File: src/rtl/attention_score_mask_rowmax.sv
// Score mask / row-max stage: walks the scaled-score buffer, masks, sanitises NaN.
// Optional causal masking is compiled in with `define ATT_CAUSAL_MASK_EN.
module attention_score_mask_rowmax #(
    parameter int T      = 4,
    parameter int DATA_W = 32,
    parameter int T_W    = (T <= 1) ? 1 : $clog2(T)
) (
    input  logic              clk,
    input  logic              rst_n,
    input  logic              start,
    input  logic [15:0]       kv_len,
    output logic              busy,
    output logic              done,
    output logic              sc_re,
    output logic [T_W-1:0]    sc_tq,
    output logic [T_W-1:0]    sc_tk,
    input  logic [DATA_W-1:0] sc_rdata,
    input  logic              sc_rvalid,
    input  logic              ms_re,
    input  logic [T_W-1:0]    ms_tq,
    input  logic [T_W-1:0]    ms_tk,
    output logic [DATA_W-1:0] ms_rdata,
    output logic              ms_rvalid,
    input  logic              mx_re,
    input  logic [T_W-1:0]    mx_tq,
    output logic [DATA_W-1:0] mx_rdata,
    output logic              mx_rvalid,
    output logic              nan_seen
);

    localparam logic [DATA_W-1:0] NEG_INF = DATA_W'(32'hFF800000);
    localparam logic [DATA_W-1:0] SIGN    = {1'b1, {(DATA_W-1){1'b0}}};

    typedef enum logic [1:0] {S_IDLE, S_ISSUE, S_WAIT, S_DONE} state_t;

    state_t            state_q;
    logic              busy_q, done_q, sc_re_q, nan_q;
    logic [T_W-1:0]    tq_q, tk_q;
    logic [15:0]       kvl_q;
    logic [DATA_W-1:0] run_max_q;
    logic [DATA_W-1:0] ms_q [T][T];
    logic [DATA_W-1:0] mx_q [T];
    logic              ms_rvalid_q, mx_rvalid_q;
    logic [DATA_W-1:0] ms_rdata_q, mx_rdata_q;

    logic [15:0]       kvl_d;
    logic              masked, rd_nan, step, row_end, last;
    logic [DATA_W-1:0] rd_val, elem_d, max_d;

    // Ordering key: unsigned compare of keys matches FP32 order, -0 below +0
    function automatic logic [DATA_W-1:0] fkey(input logic [DATA_W-1:0] b);
        return b[DATA_W-1] ? ~b : (b | SIGN);
    endfunction

    // Mask decision, NaN sanitising and running-max candidate
    always_comb begin
        kvl_d   = (kv_len > 16'(T)) ? 16'(T) : kv_len;
        masked  = (16'(tk_q) >= kvl_q);
`ifdef ATT_CAUSAL_MASK_EN
        masked  = masked || (tk_q > tq_q);
`endif
        rd_nan  = (sc_rdata[30:23] == 8'hFF) && (sc_rdata[22:0] != 23'd0);
        rd_val  = rd_nan ? NEG_INF : sc_rdata;
        step    = ((state_q == S_ISSUE) && masked) ||
                  ((state_q == S_WAIT) && sc_rvalid && !sc_re_q);
        elem_d  = (state_q == S_WAIT) ? rd_val : NEG_INF;
        max_d   = run_max_q;
        if ((state_q == S_WAIT) && (fkey(rd_val) > fkey(run_max_q)))
            max_d = rd_val;
        row_end = (tk_q == T_W'(T - 1));
        last    = row_end && (tq_q == T_W'(T - 1));
    end

    // Pass sequencer: element walk, upstream requests, array and row-max writes
    always_ff @(posedge clk or negedge rst_n) begin
        if (!rst_n) begin
            state_q   <= S_IDLE;
            busy_q    <= 1'b0;
            done_q    <= 1'b0;
            sc_re_q   <= 1'b0;
            nan_q     <= 1'b0;
            tq_q      <= '0;
            tk_q      <= '0;
            kvl_q     <= '0;
            run_max_q <= NEG_INF;
            for (int i = 0; i < T; i++) begin
                mx_q[i] <= NEG_INF;
                for (int j = 0; j < T; j++)
                    ms_q[i][j] <= NEG_INF;
            end
        end else begin
            done_q  <= 1'b0;
            sc_re_q <= 1'b0;
            unique case (state_q)
                S_IDLE: begin
                    if (start) begin
                        kvl_q     <= kvl_d;
                        nan_q     <= 1'b0;
                        tq_q      <= '0;
                        tk_q      <= '0;
                        run_max_q <= NEG_INF;
                        busy_q    <= 1'b1;
                        state_q   <= S_ISSUE;
                    end
                end
                S_ISSUE: begin
                    if (!masked) begin
                        sc_re_q <= 1'b1;
                        state_q <= S_WAIT;
                    end
                end
                S_WAIT: begin
                    if (step && rd_nan)
                        nan_q <= 1'b1;
                end
                S_DONE: begin
                    done_q  <= 1'b1;
                    busy_q  <= 1'b0;
                    state_q <= S_IDLE;
                end
                default: state_q <= S_IDLE;
            endcase
            if (step) begin
                ms_q[tq_q][tk_q] <= elem_d;
                if (row_end) begin
                    mx_q[tq_q] <= max_d;
                    run_max_q  <= NEG_INF;
                    tk_q       <= '0;
                    tq_q       <= tq_q + 1'b1;
                end else begin
                    run_max_q  <= max_d;
                    tk_q       <= tk_q + 1'b1;
                end
                state_q <= last ? S_DONE : S_ISSUE;
            end
        end
    end

    // Downstream read ports, one-cycle latency, blocked during a pass
    always_ff @(posedge clk or negedge rst_n) begin
        if (!rst_n) begin
            ms_rvalid_q <= 1'b0;
            mx_rvalid_q <= 1'b0;
            ms_rdata_q  <= '0;
            mx_rdata_q  <= '0;
        end else begin
            ms_rvalid_q <= ms_re && !busy_q;
            mx_rvalid_q <= mx_re && !busy_q;
            if (ms_re && !busy_q)
                ms_rdata_q <= ms_q[ms_tq][ms_tk];
            if (mx_re && !busy_q)
                mx_rdata_q <= mx_q[mx_tq];
        end
    end

    assign busy      = busy_q;
    assign done      = done_q;
    assign sc_re     = sc_re_q;
    assign sc_tq     = tq_q;
    assign sc_tk     = tk_q;
    assign nan_seen  = nan_q;
    assign ms_rdata  = ms_rdata_q;
    assign ms_rvalid = ms_rvalid_q;
    assign mx_rdata  = mx_rdata_q;
    assign mx_rvalid = mx_rvalid_q;

endmodule

File: config.mk
export PLATFORM = sky130hd
export DESIGN_NAME = attention_score_mask_rowmax
export DESIGN_NICKNAME = d
export VERILOG_FILES = /design/src/rtl/attention_score_mask_rowmax.sv
export SDC_FILE = /design/constraint.sdc
export NUM_CORES = 1
export LEC_CHECK = 0
export BUFFER_PORTS_ARGS = -buffer_cell sky130_fd_sc_hd__buf_2
export CAP_MARGIN = 10
export CELL_PAD_IN_SITES_DETAIL_PLACEMENT = 0
export CELL_PAD_IN_SITES_GLOBAL_PLACEMENT = 2
export CORE_MARGIN = 5
export CORE_UTILIZATION = 42
export DETAILED_ROUTE_END_ITERATION = 6
export PLACE_DENSITY = 0.78
export REMOVE_ABC_BUFFERS = 1
export SLEW_MARGIN = 20
export SYNTH_ARGS = -nofsm -noshare
export SYNTH_HDL_FRONTEND = slang
export SYNTH_SLANG_ARGS = --single-unit
File: constraint.sdc
create_clock -name clk -period 3.8 [get_ports clk]
set_input_delay 0.19 -clock clk [delete_from_list [all_inputs] [get_ports clk]]
set_output_delay 0.19 -clock clk [all_outputs]
set_load 0.02 [all_outputs]
# ---- Yosys cells after proc, flatten, opt, wreduce, memory -nomap -nowiden
# Cells that the tools add are included.
dict set report totals {
  reg_bits 764
  inputBits 60
  out_inout_bits 74
  elab_cells 137
}
dict set report op_classes {
  addsub 2
  n_lt_le_gt_ge 10
  n_eq_ne 10
  n_mux 48
  bitwise_logic 7
  n_reduce_logical 27
}
# cell count
set ops {}
lappend ops {{bitwise mux 512 bit} 1}
lappend ops {{2-to-1 mux 32 bit} 15}
lappend ops {{2-to-1 mux 128 bit} 3}
lappend ops {{binary-select mux 128 bit (select 2 bit)} 1}
lappend ops {{demux 128 bit (select 2 bit)} 1}
lappend ops {{binary-select mux 32 bit (select 2 bit)} 2}
lappend ops {{bitwise mux 128 bit} 1}
lappend ops {{demux 32 bit (select 2 bit)} 2}
lappend ops {{inverter 32 bit} 2}
lappend ops {{greater-than comparator 32 bit} 1}
lappend ops {{2-to-1 mux 2 bit} 12}
lappend ops {{nonzero test 23 bit} 1}
lappend ops {{greater-or-equal comparator 2 x 16 -> 1 bit} 1}
lappend ops {{greater-than comparator 16 x 3 -> 1 bit, second input constant} 1}
lappend ops {{2-to-1 mux 16 bit} 1}
lappend ops {{greater-or-equal comparator 3 bit, second input constant} 5}
lappend ops {{inverter 2 -> 3 bit} 5}
lappend ops {{logical AND 1 bit} 11}
lappend ops {{== test 2 bit, second input constant} 4}
lappend ops {{== test 8 bit, second input constant} 1}
lappend ops {{AND reduction 2 bit} 4}
lappend ops {{nonzero test 2 bit} 4}
lappend ops {{less-than comparator 3 x 1 -> 1 bit, second input constant} 2}
lappend ops {{2-to-1 mux 1 bit} 6}
lappend ops {{12 further kinds} 17}

# ---- Depth between registers and ports, before layout
# Gate-level depths: netlist of run 1.
dict set report depth {
  word_depth 10
  depth_mapped 15
  ltp_nobuf 14
}

# ---- Worst setup path before layout of run 1
# Ideal clock, no wire load.
dict set report synth_timing {
  path_type {register to register}
  from {register run_max_q[31]}
  to {register mx_q[25] (netlist bit)}
  setup_ns 0.093
  arrival_time_ns 3.259
  required_time_ns 3.707
  setup_slack_ns 0.448
  stages_incl_launch_ff 13
  n_path_buf 3
  synth_period_minus_slack_ns 3.352
  cell_sequence {dfstp_2 > clkbuf_1 > buf_1 > xnor2_1 > ha_1 > nand4_2 > nor4_4 > nand3_1 > nand3_1 > a2bb2oi_4 > buf_6 > mux2i_1 > a21oi_1}
}
dict set report synth_via {
  elab_chain_len 6
}
# element line
set synth_rtl {}
lappend synth_rtl {{start: declaration} 40} ;# logic [DATA_W-1:0] run_max_q;
lappend synth_rtl {{start signal: assignment} 131} ;# run_max_q <= max_d;
lappend synth_rtl {{inverter 32 bit} 52} ;# return b[DATA_W-1] ? ~b : (b | SIGN);
lappend synth_rtl {{2-to-1 mux 32 bit (*)} 52}
lappend synth_rtl {{greater-than comparator 32 bit (*)} 68} ;# if ((state_q == S_WAIT) && (fkey(rd_val) > fkey(run_max_q)))
lappend synth_rtl {{logical AND 1 bit (*)} 68}
lappend synth_rtl {{2-to-1 mux 32 bit (*)} 68}
lappend synth_rtl {{bitwise mux 128 bit (*)} 126} ;# mx_q[tq_q] <= max_d;
lappend synth_rtl {{end signal: indexed assignment} 126}
lappend synth_rtl {{end: declaration} 42} ;# logic [DATA_W-1:0] mx_q [T];
# Mark *: on every way between the ends. The rest lies on a longest branch, timed or not.
# A chain may end at the register's enable or synchronous reset.

# ---- Worst setup path after layout of run 1
dict set report layout_timing {
  from {input sc_rdata[29]}
  to {register mx_q[126] (netlist bit)}
}
dict set report layout_via {
  elab_chain_len 9
}
# element line
set layout_rtl {}
lappend layout_rtl {{start: declaration} 17} ;# input logic [DATA_W-1:0] sc_rdata,
lappend layout_rtl {{== test 8 bit} 62} ;# rd_nan = (sc_rdata[30:23] == 8'hFF) && (sc_rdata[22:0] != 23'd0);
lappend layout_rtl {{logical AND 1 bit} 62}
lappend layout_rtl {{2-to-1 mux 32 bit (*)} 63} ;# rd_val = rd_nan ? NEG_INF : sc_rdata;
lappend layout_rtl {{inverter 32 bit} 52}
lappend layout_rtl {{2-to-1 mux 32 bit} 52}
lappend layout_rtl {{greater-than comparator 32 bit} 68}
lappend layout_rtl {{logical AND 1 bit} 68}
lappend layout_rtl {{2-to-1 mux 32 bit (*)} 68}
lappend layout_rtl {{bitwise mux 128 bit (*)} 126}
# Marks and branches as above.

==> results_dict.tcl, run 1 <==
set metrics [dict create \
    path_clk_slew_ns 0.06 \
    post_cts_buffers 0 \
    cp-start-kind "input pin" \
    grt_pass1_vias 24893 \
    yosys.area_share.adder_pct 1.54 \
    htree_levels 3 \
    cp_max_fo 9 \
    synth_ff_type "dfrtp_1" \
    ys_types 53 \
    row_count 104 \
    cap_violations 0 \
    grt_max_degree 114 \
    firstDrtPassIters 7 \
    dp.cells 4054 \
    synthCells 2967 \
    min-delay-start "sc_rdata[13]" \
    cts.sink_count 764 \
    drive_gt1_share_pct 28.7 \
    synth.avg_cell_area_sq_um 11.5 \
    fin_nets 3216 \
    antenna_left 0 \
    synth.top_cells.by_count "nand2_1, dfrtp_1, o21ai_0, clkbuf_1, mux4_2" \
    crit_type "in -> reg" \
    synth_top_family_by_area "multiplexers" \
    dp_slack_ns -0.692 \
    grt-ovfl-total 0 \
    start_util_pct 42.4 \
    cp-startpoint "sc_rdata[29]" \
    synth_mux_area_share_pct 15.2 \
    clock_latency_ns 0.64 \
    drt_iter0_drc 1946 \
    hpwlAfterDp_mm 62.6 \
    cts-root-buf "clkbuf_16" \
    synth_most_common_cell "nand2_1" \
    yosysTopAreaCell "dfrtp_1" \
    rsz0062_at_grt "no" \
    synth-compound-area-share_pct 12.0 \
    finalWirelength_mm 99.5 \
    viasPerCell 5.64 \
    die_w_um 295 \
    grt_use_total_pct 23.1 \
    final-instance-count-excl-fill 4246 \
    fmax_mhz 276 \
    vias 23936 \
    clock_skew_ns 0.0250 \
    grt_pass1_wl_mm 155 \
    finalSetupViolCount 0 \
    io_buffers 133 \
    netlist_area_sq_um 34200 \
    ys_seq_elements 764 \
    hp-class "in -> reg" \
    coreArea_sq_um 80700 \
    status "completed" \
    finalWorstSetupSlack_ns 0.182 \
    area_delta_synth_final_pct 17.0 \
    place_congestion 0.897 \
    fin_tns_setup_ns 0 \
    clockBufferDepth 3 \
    period_minus_slack_ns 3.62 \
    wl_per_cell_um 23.4 \
    r2r_start "run_max_q[31]" \
    synth_top_area_share_pct 42.0 \
    cts_made_buffers 87 \
    ys_top_cells_by_area "dfrtp_1, dfstp_2, mux4_2, o21ai_0, nand2_1" \
    synth_simple_gate_area_share_pct 10.0 \
    async_flop_share_pct 100 \
    worst_ep_arrival_time_ns 4.16 \
    power.density_nw_per_um2 543 \
    drc 0 \
    tritoncts "done" \
    seq_area_frac_synth_pct 56.6 \
    worst_slew_pin_slew_ns 1.07 \
    finalHoldViolCount 0 \
    p_leak_nw 17.4 \
    ys_warn_count 0 \
    irDropWorstVdd_mv 0.330 \
    antenna_found_initial 5 \
    cp.required_ns 4.34 \
    synth_edf_count 0 \
    pin_count 134 \
    maxSlewHeadroom_pct 28.5 \
    die_area_sq_um 87300 \
    synth-xor-area-share_pct 1.38 \
    die_y_um 295 \
    slew_viol_final 0 \
    cp-end-kind "register" \
    post-route-period-util_pct 95.2 \
]
-- cell families after synthesis --
logic type      Yosys count
simple gates            842
fa+ha+maj                42
compound gates          719
flops                   764
xor+xnor                 54
buf+inv                 275
mux                     271
-- routing by layer --
metal | vias to the layer above | GRT usage, % | part of all wire, % | wire length (um)
met3 | 144 | 3.42 | 5.9 | 5850
met2 | 682 | 36.3 | 46 | 45600
met4 | 2 | 6.71 | 2.6 | 2620
met1 | 12286 | 34.0 | 46 | 45500
li1 | 10822 | - | - | -
met5 | - | 0 | 0.0070 | 7
-- power by group --
part / leakage [nW] / switching [mW] / internal (mW)
combinational: 6.00 / 2.34 / 1.52
sequential: 9.95 / 0.484 / 9.19
clock: 1.40 / 3.40 / 4.79
-- sequential cells by signal, summed over array words and instances (netlist names) --
name and flops:
busy 1, sc_tk 2, ms_rvalid 1, mx_q 128
sc_tq 2, state_q 2, sc_re 1, mx_rvalid 1
nan_seen 1, kvl_q 16, ms_q 512, ms_rdata 32
run_max_q 32, done 1, mx_rdata 32
-- worst max-delay path, stage by stage --
cell	delay, ns
buf_2	0.25
nand4_1	0.17
nor2_1	0.13
buf_4	0.12
o21ai_2	0.05
buf_4	0.13
nand2b_1	0.13
clkinvlp_4	0.21
mux2_2	0.32
ha_1	0.33
buf_4	0.15
a21oi_1	0.16
nand2_1	0.08
a221oi_1	0.30
o211ai_1	0.17
buf_4	0.18
a2bb2oi_4	0.30
buf_4	0.19
mux2i_1	0.33
buf_4	0.19
a21oi_1	0.07
-- cells in the final DEF (no fill, tap or decap), types with 42 or more instances in the layout --
master and n:
a21oi_1 56, buf_2 130, buf_4 125, clkbuf_16 87, dfrtp_1 575, dfstp_2 189
ha_1 42, mux2_2 70, mux4_2 192, nand2_1 692, nor2_1 61, o21ai_0 519
o221ai_1 84, xnor2_1 53
-- path summary, 6_finish.rpt --
path                            depth (start not counted)  slack, ns             to
worst max-delay path                                   21       0.18      mx_q[126]
worst min-delay path                                    3       0.05  run_max_q[13]
worst max register to register                         14       0.21      mx_q[126]
worst min register to register                          2       0.46      mx_q[127]
max in group asynchronous                               4       2.45      mx_q[111]
min in group asynchronous                               2       0.06      ms_q[181]
-- repair_timing --
action	CTS	global route
resized for setup	1	5
hold buffers	30	0
setup endpoints to repair	18	101
pin swaps	0	0
endpoints found under the hold margin	116	0
-- through the flow --
step / util [%] / area (sq um) / hold WS [ns] / total power, mW
3_5_place_dp: 45.7 / 36900 / 0.360 / 13.7
5_1_grt: 49.6 / 40000 / 0.0494 / 22.8
6_report: 49.6 / 40100 / 0.0545 / 21.7
2_1_floorplan: - / 33100 / -0.106 / 11.9
4_1_cts: 49.6 / 40000 / 0.000363 / 22.0
3_3_place_gp: 45.7 / 36900 / 0.352 / 13.5
-- final cells by class --
cell class | instances | area, sq um
diodes | 2 | 5.00
clock buffers | 126 | 2500
clock inverters | 33 | 303
fillers | 7183 | 40600
inverters | 9 | 37.5
multi-input cells | 1928 | 13900
flip-flops and latches | 764 | 19400
well taps | 1060 | 1330
repair buffers | 324 | 2650
Power figures use the tool's default switching activity.
==> inputs of run 2 (changes only) <==
--- a/config.mk
+++ b/config.mk
@@ -13,8 +13,8 @@
 export CORE_UTILIZATION = 42
 export DETAILED_ROUTE_END_ITERATION = 6
 export PLACE_DENSITY = 0.78
-export REMOVE_ABC_BUFFERS = 1
 export SLEW_MARGIN = 20
 export SYNTH_ARGS = -nofsm -noshare
 export SYNTH_HDL_FRONTEND = slang
 export SYNTH_SLANG_ARGS = --single-unit
+export TNS_END_PERCENT = 100
==> run 2 against run 1 <==
The flow now finishes with violations (design-rule violations); fmax up 3.2%; critical path depth down 3; via count down 1.4%; final cell count down 0.47%; cell area about the same; critical path type unchanged; highest routed layer unchanged.
==> results_dict.tcl, run 2 (synthesis results as in run 1) <==
set metrics [dict create \
    row_count 104 \
    wl_per_cell_um 22.4 \
    irDropWorstVdd_mv 0.348 \
    die_area_sq_um 87300 \
    drt_iter0_drc 1688 \
    finalHoldViolCount 0 \
    drc 4 \
    cts.sink_count 764 \
    pin_count 134 \
    cap_violations 0 \
    fill_cells 7188 \
    drive_gt1_share_pct 28.1 \
    cp_max_fo 9 \
    cts-root-buf "clkbuf_16" \
    period_minus_slack_ns 3.50 \
    power.density_nw_per_um2 550 \
    largest_reg_flops 512 \
    die_y_um 295 \
    power.total_mw 22.0 \
    path_clk_slew_ns 0.06 \
    antenna_found_initial 6 \
    place_congestion 0.873 \
    htree_levels 3 \
    fin_nets 3196 \
    cp-start-kind "input pin" \
    firstDrtPassIters 7 \
    post-route-period-util_pct 92.2 \
    worst_slew_pin_slew_ns 1.06 \
    crit_type "in -> reg" \
    start_util_pct 42.4 \
    tritoncts "done" \
    fmax_mhz 285 \
    p_leak_nw 17.3 \
    status "finished, violations left" \
    finalSetupViolCount 0 \
    vias 23594 \
    cts_resized 0 \
    maxSlewHeadroom_pct 29.1 \
    antenna_left 0 \
    cts_made_buffers 85 \
    grt_pass1_vias 24940 \
    violations "design-rule violations" \
    final_cell_mix "nand2_1, dfrtp_1, o21ai_0, mux4_2, dfstp_2" \
    die_w_um 295 \
    top_register "ms_q" \
    hpwlAfterDp_mm 59.6 \
    hp-class "in -> reg" \
    syn_nets 3069 \
    grt_max_degree 108 \
    fin_tns_setup_ns 0 \
    area_delta_synth_final_pct 17.1 \
    clock_latency_ns 0.64 \
    rsz0062_at_grt "no" \
    postLayoutCoreUtil_pct 49.7 \
    dp.cells 4034 \
    clock_skew_ns 0.0251 \
    worst_ep_arrival_time_ns 4.00 \
    slew_viol_final 0 \
    layout_commonest_cell "nand2_1" \
    cp-end-kind "register" \
    finalWirelength_mm 94.7 \
    clockBufferDepth 3 \
    grt-ovfl-total 0 \
    coreArea_sq_um 80700 \
    final-instance-count-excl-fill 4226 \
    grt_use_total_pct 22.1 \
    grt_pass1_wl_mm 150 \
    cp.required_ns 4.29 \
    whs_ns 0.0321 \
    top_regs "ms_q: 512 flops, mx_q: 128 flops" \
    viasPerCell 5.58 \
    io_buffers 133 \
]
-- run 2: cell count changes in the layout (fill, tap and decap cells not counted), sizes merged --
cell / delta
dlygate4sd3: +2
bufinv: +3
clkinv: -10
clkinvlp: -1
buf: -20
clkbuf: +5
diode: +1
-- run 2: what timing repair did --
action | 4_1_cts | 5_1_grt
hold buffers | 32 | 0
hold endpoints to repair | 75 | 0
setup buffers | 0 | 0
-- run 2: metrics by stage --
step                setup WS, ns  instance area [sq um]
floorplan                  0.448                  34200
global placement          -0.381                  36800
detailed placement        -0.492                  36800
CTS                        0.144                  40100
global route             0.00420                  40100
finish                     0.295                  40100
-- run 2: path summary, 6_finish.rpt --
path	startpoint	to	slack (ns)	cells past startpoint
max	sc_rdata[0]	mx_q[67]	0.30	18
min	sc_rdata[26]	run_max_q[26]	0.03	3
max reg2reg	run_max_q[31]	mx_q[67]	0.32	12
min reg2reg	mx_q[95]	mx_q[95]	0.46	2
max in group asynchronous	rst_n	ms_q[159]	2.44	3
min in group asynchronous	rst_n	ms_rdata[29]	0.29	2
-- run 2: cell type report --
class	count	area, sq um	share of cell area (%)
timing repair buffer	306	2590	6.47
inverter	9	33.8	0.0843
clock inverter	25	305	0.762
antenna	3	7.51	0.0187
clock buffer	131	2620	6.52
multi-input combinational	1928	13800	34.5
tap	1060	1330	3.31
sequential	764	19400	48.3
-- run 2: where the power goes --
part,internal [mW],switching [mW],leakage [nW]
logic,1.53,2.32,5.94
registers,9.19,0.498,9.95
clock network,5.15,3.36,1.45
-- run 2: worst max-delay path, cell delays in order --
cell,delay (ns)
buf_2,0.11
nor4_1,0.39
buf_4,0.19
nand4_1,0.12
o21ai_1,0.27
nand2b_1,0.12
clkinv_1,0.17
xnor2_1,0.11
ha_1,0.31
nand4_1,0.20
nor4_4,0.35
buf_4,0.17
nand3_1,0.14
nand2_1,0.14
a2bb2oi_1,0.35
buf_4,0.19
a2bb2oi_1,0.32
a21oi_1,0.12
-- run 2: per-layer routing --
| layer | up-vias | global-route usage (%) | part of all wire [%] |
|---|---|---|---|
| met5 | - | 0 | 0.014 |
| met4 | 2 | 6.34 | 2.4 |
| met3 | 141 | 3.22 | 5.3 |
| met2 | 587 | 36.4 | 48 |
| met1 | 12088 | 30.9 | 44 |
| li1 | 10776 | - | - |
